`src/rtl/spi_avalon_master_bridge.sv`:
```
// SPI slave (mode 0, MSB first) to Avalon-MM master bridge, oversampled in the MCLK domain.
// Define BRIDGE_TIMEOUT_EN to add the waitrequest timeout with sticky error status.
module spi_avalon_master_bridge #(
    parameter int unsigned ADDR_W      = 16,
    parameter int unsigned SYNC_STAGES = 2,
    parameter int unsigned TIMEOUT_CYC = 1024
) (
    input  logic              rsi_MRST_reset,
    input  logic              csi_MCLK_clk,
    input  logic              coe_spi_sck,
    input  logic              coe_spi_cs_n,
    input  logic              coe_spi_mosi,
    output logic              coe_spi_miso,
    output logic [ADDR_W-1:0] avm_m0_address,
    output logic [31:0]       avm_m0_writedata,
    input  logic [31:0]       avm_m0_readdata,
    output logic [3:0]        avm_m0_byteenable,
    output logic              avm_m0_write,
    output logic              avm_m0_read,
    input  logic              avm_m0_waitrequest
);

    typedef enum logic [2:0] {
        StIdle, StCmd, StAddr, StWdata, StRdReq, StWrReq, StDone
    } state_e;

    state_e state_q, state_d;

    logic [SYNC_STAGES-1:0] sck_sync, cs_sync, mosi_sync;
    logic                   sck_prev, cs_prev;
    logic                   sck_s, cs_s, mosi_s;
    logic                   sck_rise, sck_fall, cs_fall;

    logic [5:0]        bit_cnt_q;
    logic [30:0]       rx_sr_q;
    logic              cmd_wr_q;
    logic [3:0]        be_q;
    logic [ADDR_W-1:0] addr_q;
    logic [31:0]       wdata_q;
    logic [31:0]       rdata_q;
    logic              rd_valid_q;
    logic              miso_q;
    logic [4:0]        rd_idx;
    logic              frame_rx;
    logic              rd_done;
    logic              timeout;
    logic              err;

    // cs_n synchronizer resets high so reset release never looks like a frame start
    always_ff @(posedge csi_MCLK_clk or posedge rsi_MRST_reset) begin
        if (rsi_MRST_reset) begin
            sck_sync  <= '0;
            cs_sync   <= '1;
            mosi_sync <= '0;
            sck_prev  <= 1'b0;
            cs_prev   <= 1'b1;
        end else begin
            sck_sync  <= {sck_sync[SYNC_STAGES-2:0], coe_spi_sck};
            cs_sync   <= {cs_sync[SYNC_STAGES-2:0], coe_spi_cs_n};
            mosi_sync <= {mosi_sync[SYNC_STAGES-2:0], coe_spi_mosi};
            sck_prev  <= sck_s;
            cs_prev   <= cs_s;
        end
    end

    assign sck_s    = sck_sync[SYNC_STAGES-1];
    assign cs_s     = cs_sync[SYNC_STAGES-1];
    assign mosi_s   = mosi_sync[SYNC_STAGES-1];
    assign sck_rise = sck_s & ~sck_prev;
    assign sck_fall = ~sck_s & sck_prev;
    assign cs_fall  = ~cs_s & cs_prev;

    assign frame_rx = (state_q == StCmd) || (state_q == StAddr) || (state_q == StWdata);
    assign rd_done  = (state_q == StRdReq) && (!avm_m0_waitrequest || timeout);
    // Frame bit 24 carries readdata[31], bit 55 carries readdata[0]
    assign rd_idx   = 5'd23 - bit_cnt_q[4:0];

    always_ff @(posedge csi_MCLK_clk or posedge rsi_MRST_reset) begin
        if (rsi_MRST_reset) begin
            state_q <= StIdle;
        end else begin
            state_q <= state_d;
        end
    end

    always_comb begin
        state_d = state_q;
        unique case (state_q)
            StIdle:  if (cs_fall) state_d = StCmd;
            StCmd: begin
                if (cs_s) state_d = StIdle;
                else if (sck_rise && bit_cnt_q == 6'd7) state_d = StAddr;
            end
            StAddr: begin
                if (cs_s) state_d = StIdle;
                else if (sck_rise && bit_cnt_q == 6'd23) state_d = cmd_wr_q ? StWdata : StRdReq;
            end
            StWdata: begin
                if (cs_s) state_d = StIdle;
                else if (sck_rise && bit_cnt_q == 6'd55) begin
                    state_d = (be_q == 4'b0000) ? StDone : StWrReq;
                end
            end
            StRdReq, StWrReq: if (!avm_m0_waitrequest || timeout) state_d = StDone;
            StDone:  if (cs_s) state_d = StIdle;
            default: state_d = StIdle;
        endcase
    end

    always_comb begin
        avm_m0_read  = (state_q == StRdReq);
        avm_m0_write = (state_q == StWrReq);
    end

    always_ff @(posedge csi_MCLK_clk or posedge rsi_MRST_reset) begin
        if (rsi_MRST_reset) begin
            bit_cnt_q  <= '0;
            rx_sr_q    <= '0;
            cmd_wr_q   <= 1'b0;
            be_q       <= '0;
            addr_q     <= '0;
            wdata_q    <= '0;
            rdata_q    <= '0;
            rd_valid_q <= 1'b0;
            miso_q     <= 1'b0;
        end else if (cs_fall) begin
            bit_cnt_q  <= '0;
            rd_valid_q <= 1'b0;
            miso_q     <= 1'b0;
        end else begin
            if (sck_rise && state_q != StIdle && bit_cnt_q < 6'd56) begin
                bit_cnt_q <= bit_cnt_q + 6'd1;
            end
            if (sck_rise && frame_rx) begin
                rx_sr_q <= {rx_sr_q[29:0], mosi_s};
                if (state_q == StCmd && bit_cnt_q == 6'd7) begin
                    cmd_wr_q <= rx_sr_q[6];
                    be_q     <= {rx_sr_q[2:0], mosi_s};
                end
                if (state_q == StAddr && bit_cnt_q == 6'd23) begin
                    addr_q <= ADDR_W'({rx_sr_q[14:0], mosi_s});
                end
                if (state_q == StWdata && bit_cnt_q == 6'd55) begin
                    wdata_q <= {rx_sr_q, mosi_s};
                end
            end
            if (rd_done) begin
                rdata_q <= timeout ? 32'hDEAD_BEEF : avm_m0_readdata;
                // Data only reaches MISO if it arrives before byte 3 has ended
                if (bit_cnt_q < 6'd32) rd_valid_q <= 1'b1;
            end
            if (state_q == StIdle) begin
                miso_q <= 1'b0;
            end else if (sck_fall) begin
                if (bit_cnt_q == 6'd7) begin
                    miso_q <= err;
                end else if (bit_cnt_q >= 6'd24 && bit_cnt_q < 6'd56) begin
                    miso_q <= rd_valid_q & rdata_q[rd_idx];
                end else begin
                    miso_q <= 1'b0;
                end
            end
        end
    end

`ifdef BRIDGE_TIMEOUT_EN
    localparam int unsigned ToW = $clog2(TIMEOUT_CYC + 1);

    logic [ToW-1:0] to_cnt_q;
    logic           err_q;

    always_ff @(posedge csi_MCLK_clk or posedge rsi_MRST_reset) begin
        if (rsi_MRST_reset) begin
            to_cnt_q <= '0;
            err_q    <= 1'b0;
        end else begin
            if ((avm_m0_read || avm_m0_write) && avm_m0_waitrequest && !timeout) begin
                to_cnt_q <= to_cnt_q + 1'b1;
            end else begin
                to_cnt_q <= '0;
            end
            // Sticky until the status bit has been clocked out to the MCU
            if (timeout) begin
                err_q <= 1'b1;
            end else if (state_q == StCmd && sck_rise && bit_cnt_q == 6'd7) begin
                err_q <= 1'b0;
            end
        end
    end

    assign timeout = (avm_m0_read || avm_m0_write) && avm_m0_waitrequest &&
                     (to_cnt_q == ToW'(TIMEOUT_CYC - 1));
    assign err     = err_q;
`else
    // Requests wait indefinitely for waitrequest to drop
    assign timeout = (TIMEOUT_CYC == 0) && 1'b0;
    assign err     = 1'b0;
`endif

    assign coe_spi_miso      = miso_q;
    assign avm_m0_address    = {addr_q[ADDR_W-1:2], 2'b00};
    assign avm_m0_writedata  = wdata_q;
    assign avm_m0_byteenable = be_q;

endmodule

```
`config.mk`:
```
export PLATFORM = sky130hd
export DESIGN_NAME = spi_avalon_master_bridge
export DESIGN_NICKNAME = d
export VERILOG_FILES = /design/src/rtl/spi_avalon_master_bridge.sv
export SDC_FILE = /design/constraint.sdc
export NUM_CORES = 1
export LEC_CHECK = 0
export ABC_AREA = 0
export ABC_CLOCK_PERIOD_IN_PS = 10300
export CAP_MARGIN = 20
export CORE_MARGIN = 5
export CORE_UTILIZATION = 40
export DETAILED_ROUTE_END_ITERATION = 7
export PLACE_DENSITY_LB_ADDON = 0.08
export SETUP_SLACK_MARGIN = 0.3
export SLEW_MARGIN = 20
export SYNTH_ARGS = -nofsm -noshare
export SYNTH_HDL_FRONTEND = slang
export SYNTH_SLANG_ARGS = --single-unit
```
`constraint.sdc`:
```
create_clock -name csi_MCLK_clk -period 10.3 [get_ports csi_MCLK_clk]
set_clock_uncertainty 0.2 [all_clocks]
set_input_delay 2.06 -clock csi_MCLK_clk [delete_from_list [all_inputs] [get_ports csi_MCLK_clk]]
set_output_delay 2.06 -clock csi_MCLK_clk [all_outputs]
set_load 0.02 [all_outputs]
```
Word-level counts from Yosys, hierarchy flattened
Cells that the tools add are included.
{"block": "totals", "ff_bits": 135, "wordCells": 97}
{"block": "classes", "n_reduce_logical": 29, "n_eq_ne": 15, "mux": 24, "bitwise_logic": 8, "magnitude_cmp": 4, "add_sub_neg": 2}
{"operator": "2-to-1 mux 3 bit", "n": 10}
{"operator": "one-hot mux 3 bit (6 select lines)", "n": 1}
{"operator": "< comparator 6 bit, second input constant", "n": 2}
{"operator": "2-to-1 mux 6 bit", "n": 2}
{"operator": "logical AND 1 bit", "n": 11}
{"operator": "== test 3 bit, second input constant", "n": 3}
{"operator": "2-to-1 mux 1 bit", "n": 9}
{"operator": "AND reduction 3 bit", "n": 3}
{"operator": "adder 6 x 1 -> 6 bit, second input constant", "n": 1}
{"operator": "== test 3 x 2 -> 1 bit, second input constant", "n": 2}
{"operator": "== test 6 x 3 -> 1 bit, second input constant", "n": 1}
{"operator": "== test 6 x 5 -> 1 bit, second input constant", "n": 1}
{"operator": "== test 6 bit, second input constant", "n": 1}
{"operator": "greater-or-equal comparator 6 x 5 -> 1 bit, second input constant", "n": 1}
{"operator": "< comparator 5 x 6 -> 1 bit, second input constant", "n": 1}
{"operator": "inequality test 2 bit, second input constant", "n": 3}
{"operator": "inequality test 3 bit, second input constant", "n": 2}
{"operator": "AND reduction 2 bit", "n": 3}
{"operator": "AND reduction 6 bit", "n": 1}
{"operator": "nonzero test 2 bit", "n": 3}
{"operator": "nonzero test 3 bit", "n": 2}
{"operator": "binary-select mux 1 bit (select 5 bit)", "n": 1}
{"operator": "subtractor 5 bit, first input constant", "n": 1}
{"operator": "AND 1 bit", "n": 4}
{"operator": "9 further kinds", "n": 13}

Depth between registers and ports, before layout
Gate-level depths: netlist (run 1).
{"block": "logic_depth", "ltp_word": 9, "depth_mapped": 7, "mapped_depth_nobuf": 6}

Worst setup path before layout (run 1)
OpenSTA, ideal clock, no wires.
{"block": "synth_path", "path_type": "register to output", "startpoint": "register state_q[2]", "endpoint": "output port avm_m0_write", "slack_ps": 6996, "arrival_time_ps": 1044, "required_time_ps": 8040, "stages_incl_launch_ff": 4, "path_cell_list": "dfrtp_1 -> buf_4 -> clkbuf_1 -> and3_1"}
{"block": "synth_between", "elab_chain_len": 1}
{"element": "start, declared", "line": "27", "text": "state_e state_q, state_d;"}
{"element": "start signal, assigned", "line": "80", "text": "state_q <= StIdle;"}
{"element": "start signal, assigned", "line": "82", "text": "state_q <= state_d;"}
{"element": "== test 3 bit", "line": "112", "text": "avm_m0_write = (state_q == StWrReq);"}
{"element": "end, declared", "line": "18", "text": "output logic avm_m0_write,"}
Every way passes these cells.

Worst setup path after layout (run 1)
{"block": "layout_path", "startpoint": "register state_q[0]", "endpoint": "output port avm_m0_read"}
{"block": "layout_between", "elab_chain_len": 1}
{"element": "== test 3 bit", "line": "111", "text": "avm_m0_read = (state_q == StRdReq);"}
{"element": "end, declared", "line": "19", "text": "output logic avm_m0_read,"}
Every way passes these cells.

==> impl_metrics.json, run 1 <==
{
  "startpoint": "state_q[0]",
  "cts_buffers": 17,
  "yosys.area_share.simple_pct": 6.06,
  "finish.utilization_pct": 52.3,
  "crit_slowest_cell": "clkdlybuf4s50_1",
  "synthArstFlopShare_pct": 100,
  "io_buffer_count": 90,
  "synth-compound-area-share_pct": 2.94,
  "synth_cell_types": 52,
  "layoutNonFillerInstCount": 655,
  "ys_ff_latch": 133,
  "hold_viol": 0,
  "clock_latency_ns": 0.41,
  "yosysSeqAreaShare_pct": 58.4,
  "antenna_found_initial": 0,
  "path_max_fanout": 18,
  "power_density_nw_per_um2": 215,
  "timing.critical_path.cells": "nor2_1 -> nand2_1 -> inv_1 -> clkdlybuf4s50_1",
  "final_cell_area_um2": 7290,
  "rsz0062_at_grt": "no",
  "dp_slack_ns": 6.16,
  "routed_wl_mm": 11.2,
  "diodes": 0,
  "maxCapViolCount": 0,
  "gp_congestion": 0.800,
  "row_count": 43,
  "grt_pass1_wl_mm": 18.7,
  "vias_per_cell": 5.05,
  "leakage_nw": 3.29,
  "synth_fa_ha_area_share_pct": 0.439,
  "cts_tree": "yes",
  "min_from": "cs_sync[0]",
  "start_util_pct": 40.9,
  "place_area_um2": 6710,
  "syn_to_final_growth_pct": 27.9,
  "finalSetupViolCount": 0,
  "synthFlopType": "dfrtp_1",
  "clkTransAtPathRegs_ns": 0.05,
  "ctsResizeCount": 0,
  "worstSetupPathType": "register to output port",
  "min_period_ns": 4.42,
  "worst_pin_slew_ns": 0.995,
  "hold_path_class": "register to register",
  "cts_hold_buf": 0,
  "status": "finished clean",
  "end_kind": "output port",
  "yosys_warnings": 0,
  "start_kind": "register",
  "clock-sinks": 133,
  "peakVddDrop_v": 0.000105,
  "grt_max_degree": 75,
  "drt-initial-drc-count": 190,
  "ant_nets": 0,
  "syn_inst": 372,
  "die_w_um": 129,
  "dp.final_hpwl_mm": 7.38,
  "chipHeight_um": 129,
  "dieArea_um2": 16700,
  "placed_cells": 624,
  "grt_pass1_vias": 3566,
  "cp.arrival_ns": 2.16,
  "path_buf_inv": 2,
  "final_max_slew_viol_count": 0,
  "synth_xor_area_share_pct": 0.768,
  "clockBufferDepth": 2,
  "clock-root-buffer": "clkbuf_16",
  "io_pins": 93,
  "drc_errors": 0,
  "post-route-period-util_pct": 42.9,
  "wl_per_cell_um": 17.1,
  "core_um2": 13900,
  "overflow": 0,
  "grt_usage_pct": 14.5,
  "cts_setup_buffers": 0,
  "nNetsFinal": 503,
  "synth_edf_count": 0,
  "setup_ws_ns": 5.88,
  "synth_top_family_by_area": "multiplexers",
  "slowest_delay_ns": 0.60,
  "fin_hold_ws_ns": 0.158,
  "drtPass1Iterations": 4,
  "r2r-start": "bit_cnt_q[0]",
  "synth_mux_area_share_pct": 27.9,
  "crit_family": "buffers and inverters",
  "drive_gt1_share_pct": 34.5,
  "total_power_mw": 1.57,
  "fmax_mhz": 226,
  "h-tree-depth": 4,
  "worstPathRequired_ns": 8.04,
  "syn_avg_cell_area_um2": 15.3,
  "vias": 3306,
  "slew_headroom_pct": 33.5,
  "tns_ns": 0,
  "syn-cell-area_um2": 5700
}
[state kept, by name, indices dropped and copies added, names as in the netlist]
name / count
state_q: 3
avm_m0_byteenable: 4
addr_q: 14
cs_prev: 1
mosi_sync: 2
coe_spi_miso: 1
rdata_q: 32
sck_prev: 1
sck_sync: 2
cmd_wr_q: 1
bit_cnt_q: 6
cs_sync: 2
rx_sr_q: 31
avm_m0_writedata: 32
rd_valid_q: 1
[cells in the final DEF, fill, tap and decap left out, drive strengths merged, types with 3 or more instances in the layout]
master | Yosys | routed
nor3 | 6 | 6
nand2b | 5 | 5
nor4 | 4 | 4
buf | 20 | 4
dfrtp | 130 | 130
clkdlybuf4s50 | 0 | 90
o21ai | 4 | 4
nor2 | 12 | 12
nand2 | 11 | 11
xor2 | 3 | 3
a21oi | 3 | 3
clkbuf | 3 | 23
dfstp | 3 | 3
mux4 | 8 | 8
mux2 | 115 | 115
inv | 7 | 7
mux2i | 5 | 5
clkinv | 0 | 5
[cell usage after synthesis (2+ instances only)]
master    instances  share of area (%)
o21ai_0           4               0.35
nor2_1           12               0.79
xnor2_1           2               0.31
mux2i_1           5               0.88
dfstp_2           3                1.4
mux4_1            7                3.2
inv_1             7               0.46
dfrtp_1         130                 57
or4_1             2               0.26
nand2_1           9               0.59
ha_1              2               0.44
nor4_1            2               0.22
buf_2             9               0.79
nand2_2           2               0.22
nor4_2            2               0.44
mux2_2          104                 21
clkbuf_1          3               0.20
nand4_1           2               0.22
buf_6             8                1.6
nand2b_1          5               0.55
nor3_2            2               0.35
a21oi_1           3               0.26
mux2_4           10                2.6
nor3_1            2               0.18
buf_4             3               0.39
and3_1            2               0.22
nor3_4            2               0.57
nor2b_1           2               0.22
xor2_1            3               0.46
[final cells by class]
cell class                 instances  area (µm²)
clock buffer                      23         478
multi-input combinational        210        2190
timing repair buffer              94         931
tap                              180         225
sequential                       133        3330
fill                            1199        6640
clock inverter                     8         100
inverter                           7        31.3
[metal layers]
| layer | wire (µm) | vias up | track usage (%) |
|---|---|---|---|
| met4 | 166 | 0 | 5.74 |
| met2 | 4990 | 72 | 20.8 |
| met1 | 5480 | 1687 | 20.3 |
| met3 | 586 | 15 | 4.74 |
| met5 | 0 | - | 0 |
| li1 | - | 1532 | - |
[kinds of logic after synthesis]
family          after synthesis
flops                       133
buf+inv                      30
fa+ha+maj                     2
other cells                   1
simple gates                 52
compound gates               21
xor+xnor                      5
mux                         128
[worst reg2reg max path, stage by stage (launching register included)]
cell and delay (ns):
dfrtp_1 0.78, ha_1 0.35, nor4bb_1 0.40, nand2_1 0.16, nor3_4 0.77, mux2_2 0.43
[final timing paths]
kind	to	slack, ns	cells after the start
worst min register to register	cs_sync[1]	0.16	0
max in group asynchronous	addr_q[12]	6.70	3
min in group asynchronous	rx_sr_q[19]	1.89	2
worst min-delay path	cs_sync[1]	0.16	0
worst max register to register	addr_q[12]	7.10	5
worst max-delay path	avm_m0_read	5.88	4
[power breakdown]
part           leakage [nW]  internal, mW  switching [mW]
combinational          1.24         0.170           0.107
sequential             1.77         0.610          0.0915
clock                 0.283         0.374           0.215
No activity file was read; power rests on OpenSTA's default activity.
==> run 2: changes to the inputs <==
--- a/config.mk
+++ b/config.mk
@@ -6,7 +6,7 @@
 export NUM_CORES = 1
 export LEC_CHECK = 0
 export ABC_AREA = 0
-export ABC_CLOCK_PERIOD_IN_PS = 10300
+export ABC_CLOCK_PERIOD_IN_PS = 3900
 export CAP_MARGIN = 20
 export CORE_MARGIN = 5
 export CORE_UTILIZATION = 40
==> constraint.sdc (replaced) <==
create_clock -name csi_MCLK_clk -period 3.9 [get_ports csi_MCLK_clk]
set_clock_uncertainty 0.2 [all_clocks]
set_input_delay 0.78 -clock csi_MCLK_clk [delete_from_list [all_inputs] [get_ports csi_MCLK_clk]]
set_output_delay 0.78 -clock csi_MCLK_clk [all_outputs]
set_load 0.02 [all_outputs]
==> run 2 against run 1 <==
Against the previous run: sequential share of layout area shrank 0.49 points; largest cell class unchanged; wire length shrank 4.8%; non-clock buffer count grew 2; utilization grew 0.57 points; critical path depth is the same; die area is the same.
==> impl_metrics.json, run 2 (same netlist as run 1, synthesis figures left out) <==
{
  "p_sw_mw": 1.07,
  "maxCapViolCount": 0,
  "io_pins": 93,
  "status": "finished clean",
  "cts_setup_buffers": 0,
  "row_count": 43,
  "h-tree-depth": 4,
  "cp_num_cells": 4,
  "seqPwrFrac_pct": 43.5,
  "diodes": 0,
  "routed_wl_mm": 10.7,
  "r2r_cells": 5,
  "drive_gt1_share_pct": 35.1,
  "worstSetupEndpoint": "avm_m0_read",
  "cp.arrival_ns": 2.17,
  "end_kind": "output port",
  "path_buf_inv": 2,
  "r2r-start": "bit_cnt_q[0]",
  "final_common_cell": "dfrtp_1",
  "cts_buffers": 17,
  "final_max_slew_viol_count": 0,
  "syn_to_final_growth_pct": 29.3,
  "crit_family": "buffers and inverters",
  "pwr-share-clk_pct": 39.7,
  "grt_pass1_wl_mm": 18.2,
  "vias": 3278,
  "grt_pass1_vias": 3572,
  "post-route-period-util_pct": 80.8,
  "wl_per_cell_um": 16.3,
  "tns_ns": 0,
  "clockBufferDepth": 2,
  "clock-root-buffer": "clkbuf_16",
  "swShare_pct": 25.1,
  "ctsResizeCount": 0,
  "drtPass1Iterations": 4,
  "ant_nets": 0,
  "path_max_fanout": 18,
  "timing.critical_path.cells": "nor2_1 -> nand2_1 -> inv_1 -> clkdlybuf4s50_1",
  "cts_tree": "yes",
  "clock_latency_ns": 0.42,
  "hold_viol": 0,
  "final_cell_mix": "dfrtp_1, mux2_2, clkdlybuf4s50_1",
  "leakage_nw": 3.32,
  "startpoint": "state_q[0]",
  "hold_path_class": "register to register",
  "fmax_mhz": 317,
  "start_kind": "register",
  "internal-power_mw": 3.19,
  "chipHeight_um": 129,
  "vias_per_cell": 5.00,
  "nFillCells": 1184,
  "rsz0062_at_grt": "no",
  "comb_power_share_pct": 16.9,
  "dp.final_hpwl_mm": 7.09,
  "antenna_found_initial": 0,
  "worst_pin_slew_ns": 0.804,
  "grt_max_degree": 91,
  "slowest_delay_ns": 0.60,
  "total_power_mw": 4.26,
  "clkTransAtPathRegs_ns": 0.05,
  "timing.rr.end": "avm_m0_writedata[19]",
  "grt_usage_pct": 14.1,
  "clock-sinks": 133,
  "drt-initial-drc-count": 207,
  "overflow": 0,
  "crit_slowest_cell": "clkdlybuf4s50_1",
  "slew_headroom_pct": 46.2,
  "power_density_nw_per_um2": 578,
  "finalSetupViolCount": 0,
  "worstSetupPathType": "register to output port",
  "io_buffer_count": 90,
  "ff2ff_setup_slack_ns": 1.17,
  "dieArea_um2": 16700,
  "start_util_pct": 40.9,
  "worstPathRequired_ns": 2.92,
  "nNetsFinal": 505,
  "min_period_ns": 3.15,
  "cts_hold_buf": 0,
  "peakVddDrop_v": 0.000293,
  "core_um2": 13900,
  "drc_errors": 0,
  "gp_congestion": 0.745,
  "die_w_um": 129
}
-- run 2: worst min-delay path by stage --
| stage | from | to | slack, ns | depth (start not counted) |
|---|---|---|---|---|
| final | mosi_sync[0] | mosi_sync[1] | 0.16 | 0 |
| after global routing | mosi_sync[0] | mosi_sync[1] | 0.16 | 0 |
| after CTS | sck_sync[0] | sck_sync[1] | 0.16 | 0 |
| after detailed placement | sck_sync[0] | sck_sync[1] | 0.15 | 0 |
| after global placement | sck_sync[0] | sck_sync[1] | 0.14 | 0 |
| after floorplan | mosi_sync[0] | mosi_sync[1] | 0.13 | 0 |
-- run 2: area by class of cell --
cell class,instances,area (µm²),area share [%]
clock inverter,8,146,1.99
timing repair buffer,96,958,13.0
tap,180,225,3.06
sequential,133,3330,45.2
clock buffer,22,484,6.57
inverter,7,30.0,0.407
multi-input combinational,210,2190,29.8
-- run 2: metrics by stage --
stage | util (%) | setup WS, ns | hold slack [ns] | cell area, µm² | std cells
2_1_floorplan | - | 1.27 | 0.131 | 5710 | 373
3_3_place_gp | 48.4 | 1.11 | 0.136 | 6740 | 626
3_5_place_dp | 48.4 | 1.06 | 0.148 | 6740 | 626
4_1_cts | 52.9 | 0.703 | 0.160 | 7370 | 656
5_1_grt | 52.9 | 0.618 | 0.162 | 7370 | 656
6_report | 52.9 | 0.748 | 0.157 | 7370 | 656
-- run 2: power groups by stage --
stage          registers (mW)  clock network [mW]  logic (mW)
3_3_place_gp             1.87                   0       0.714
6_report                 1.85                1.69       0.719
2_1_floorplan            1.72                   0       0.708
4_1_cts                  1.86                1.73       0.732
3_5_place_dp             1.88                   0       0.727
5_1_grt                  1.90                1.79       0.794
-- run 2: per-layer routing --
metal / up-vias / global-route usage [%] / part of all wire [%]
met2: 64 / 20.8 / 45
met4: 0 / 5.00 / 1.1
li1: 1531 / - / -
met1: 1674 / 18.8 / 48
met5: - / 0 / 0
met3: 9 / 5.81 / 5.4
==> run 3: changes to the inputs <==
--- a/config.mk
+++ b/config.mk
@@ -6,7 +6,7 @@
 export NUM_CORES = 1
 export LEC_CHECK = 0
 export ABC_AREA = 0
-export ABC_CLOCK_PERIOD_IN_PS = 3900
+export ABC_CLOCK_PERIOD_IN_PS = 3000
 export CAP_MARGIN = 20
 export CORE_MARGIN = 5
 export CORE_UTILIZATION = 40
==> constraint.sdc (replaced) <==
create_clock -name csi_MCLK_clk -period 3 [get_ports csi_MCLK_clk]
set_clock_uncertainty 0.2 [all_clocks]
set_input_delay 0.6 -clock csi_MCLK_clk [delete_from_list [all_inputs] [get_ports csi_MCLK_clk]]
set_output_delay 0.6 -clock csi_MCLK_clk [all_outputs]
set_load 0.02 [all_outputs]
==> run 3 against run 2 <==
Against the previous run: clock-buffer cell count grew 2; worst setup slack lost 0.30 ns; die area is the same; via count grew 0.76%; sequential share of layout area grew 0.27 points; first-iteration DRC count shrank 24%; power grew 25%; combinational power grew 46%; global-route usage shrank 0.061 points; critical path type is now register to register; critical endpoint is now addr_q[13]; largest power group unchanged.
==> impl_metrics.json, run 3 (same netlist as run 1, synthesis figures left out) <==
{
  "status": "finished clean",
  "io_buffer_count": 90,
  "end_kind": "register",
  "grt_usage_pct": 14.0,
  "nNetsFinal": 509,
  "hold_path_class": "register to register",
  "start_util_pct": 40.9,
  "final_common_cell": "dfrtp_1",
  "worstSetupPathType": "register to register",
  "internal-power_mw": 3.91,
  "cts_tree": "yes",
  "hold_viol": 0,
  "pwr-share-clk_pct": 36.3,
  "drtPass1Iterations": 4,
  "nFillCells": 1180,
  "fmax_mhz": 393,
  "grt_pass1_wl_mm": 18.2,
  "gp_congestion": 0.740,
  "dp.final_hpwl_mm": 6.97,
  "antenna_found_initial": 0,
  "drc_errors": 0,
  "clock-root-buffer": "clkbuf_16",
  "seqPwrFrac_pct": 43.9,
  "drive_gt1_share_pct": 35.9,
  "p_sw_mw": 1.41,
  "rsz0062_at_grt": "no",
  "chipHeight_um": 129,
  "worst_pin_slew_ns": 0.694,
  "final_cell_mix": "dfrtp_1, mux2_2, clkdlybuf4s50_1",
  "post-route-period-util_pct": 84.9,
  "vias_per_cell": 4.99,
  "routed_wl_mm": 10.8,
  "die_w_um": 129,
  "vias": 3303,
  "wl_per_cell_um": 16.2,
  "clockBufferDepth": 2,
  "grt_max_degree": 134,
  "leakage_nw": 3.33,
  "ant_nets": 0,
  "tns_ns": 0,
  "grt_pass1_vias": 3525,
  "slew_headroom_pct": 53.8,
  "maxCapViolCount": 0,
  "cts_buffers": 17,
  "cp.arrival_ns": 2.64,
  "clock-sinks": 133,
  "finalSetupViolCount": 0,
  "row_count": 43,
  "whs_path_depth": 0,
  "clkTransAtPathRegs_ns": 0.05,
  "peakVddDrop_v": 0.000349,
  "power_density_nw_per_um2": 727,
  "io_pins": 93,
  "clock_latency_ns": 0.41,
  "final_max_slew_viol_count": 0,
  "start_kind": "register",
  "min_period_ns": 2.55,
  "core_um2": 13900,
  "syn_to_final_growth_pct": 28.6,
  "comb_power_share_pct": 19.7,
  "r2r_cells": 6,
  "dieArea_um2": 16700,
  "overflow": 0,
  "diodes": 0,
  "worstPathRequired_ns": 3.09,
  "h-tree-depth": 4,
  "drt-initial-drc-count": 158,
  "swShare_pct": 26.5,
  "path_max_fanout": 14,
  "fin_hold_ws_ns": 0.159
}
run 3: changes by cell type in the layout (fill, tap and decap cells not counted), moves of 2 or more:
cell / change
buf_4: +4
bufinv_16: -3
clkbuf_1: +3
clkdlybuf4s50_1: -2
clkinv_2: +2
dfrtp_1: -2
dfrtp_2: +2
run 3: worst paths after layout:
| check | start | to | slack (ns) |
|---|---|---|---|
| worst max register to register | bit_cnt_q[0] | addr_q[13] | 0.45 |
| max in group asynchronous | rsi_MRST_reset | state_q[1] | 1.51 |
| worst min-delay path | sck_sync[0] | sck_sync[1] | 0.16 |
| worst max-delay path | bit_cnt_q[0] | addr_q[13] | 0.45 |
| min in group asynchronous | rsi_MRST_reset | rdata_q[7] | 0.55 |
| worst min register to register | sck_sync[0] | sck_sync[1] | 0.16 |
run 3: repair_timing:
action,CTS,global route
endpoints found under the hold margin,0,0
resized for setup,3,2
hold buffers,0,0
endpoints found under the setup margin,1,1
setup buffers,0,0
run 3: cell type report:
type | instances | area [µm²] | area share, %
timing repair buffer | 100 | 990 | 13.5
inverter | 7 | 30.0 | 0.410
multi-input combinational | 210 | 2200 | 30.0
sequential | 133 | 3330 | 45.5
clock inverter | 8 | 73.8 | 1.01
clock buffer | 24 | 482 | 6.57
tap | 180 | 225 | 3.07
run 3: critical path: stages, from the launching register on:
cell      delay, ns
dfrtp_1        0.58
ha_1           0.30
nor4bb_1       0.39
nand2_1        0.14
nor3_4         0.14
buf_4          0.30
mux2_2         0.38
run 3: layer usage:
layer	part of all wire, %	GRT usage, %	vias to the layer above
met3	6.1	4.82	13
met4	1.6	6.49	0
li1	-	-	1546
met5	0	0	-
met2	43	19.4	76
met1	49	19.8	1668
run 3: power groups by stage:
stage,Clock [mW],Sequential (mW),Combinational (mW)
6_report,1.94,2.34,1.05
4_1_cts,2.00,2.34,1.07
3_3_place_gp,0,2.36,1.05
3_5_place_dp,0,2.37,1.07
5_1_grt,2.07,2.39,1.18
2_1_floorplan,0,2.24,0.920
run 3: through the flow:
step / cell area, µm² / worst slack [ns] / util, % / instances / power (mW)
2_1_floorplan: 5710 / 0.551 / - / 373 / 3.16
4_1_cts: 7330 / 0.326 / 52.6 / 662 / 5.41
6_report: 7330 / 0.453 / 52.6 / 662 / 5.33
3_5_place_dp: 6770 / 0.430 / 48.6 / 630 / 3.43
5_1_grt: 7330 / 0.313 / 52.6 / 662 / 5.63
3_3_place_gp: 6770 / 0.472 / 48.6 / 630 / 3.41
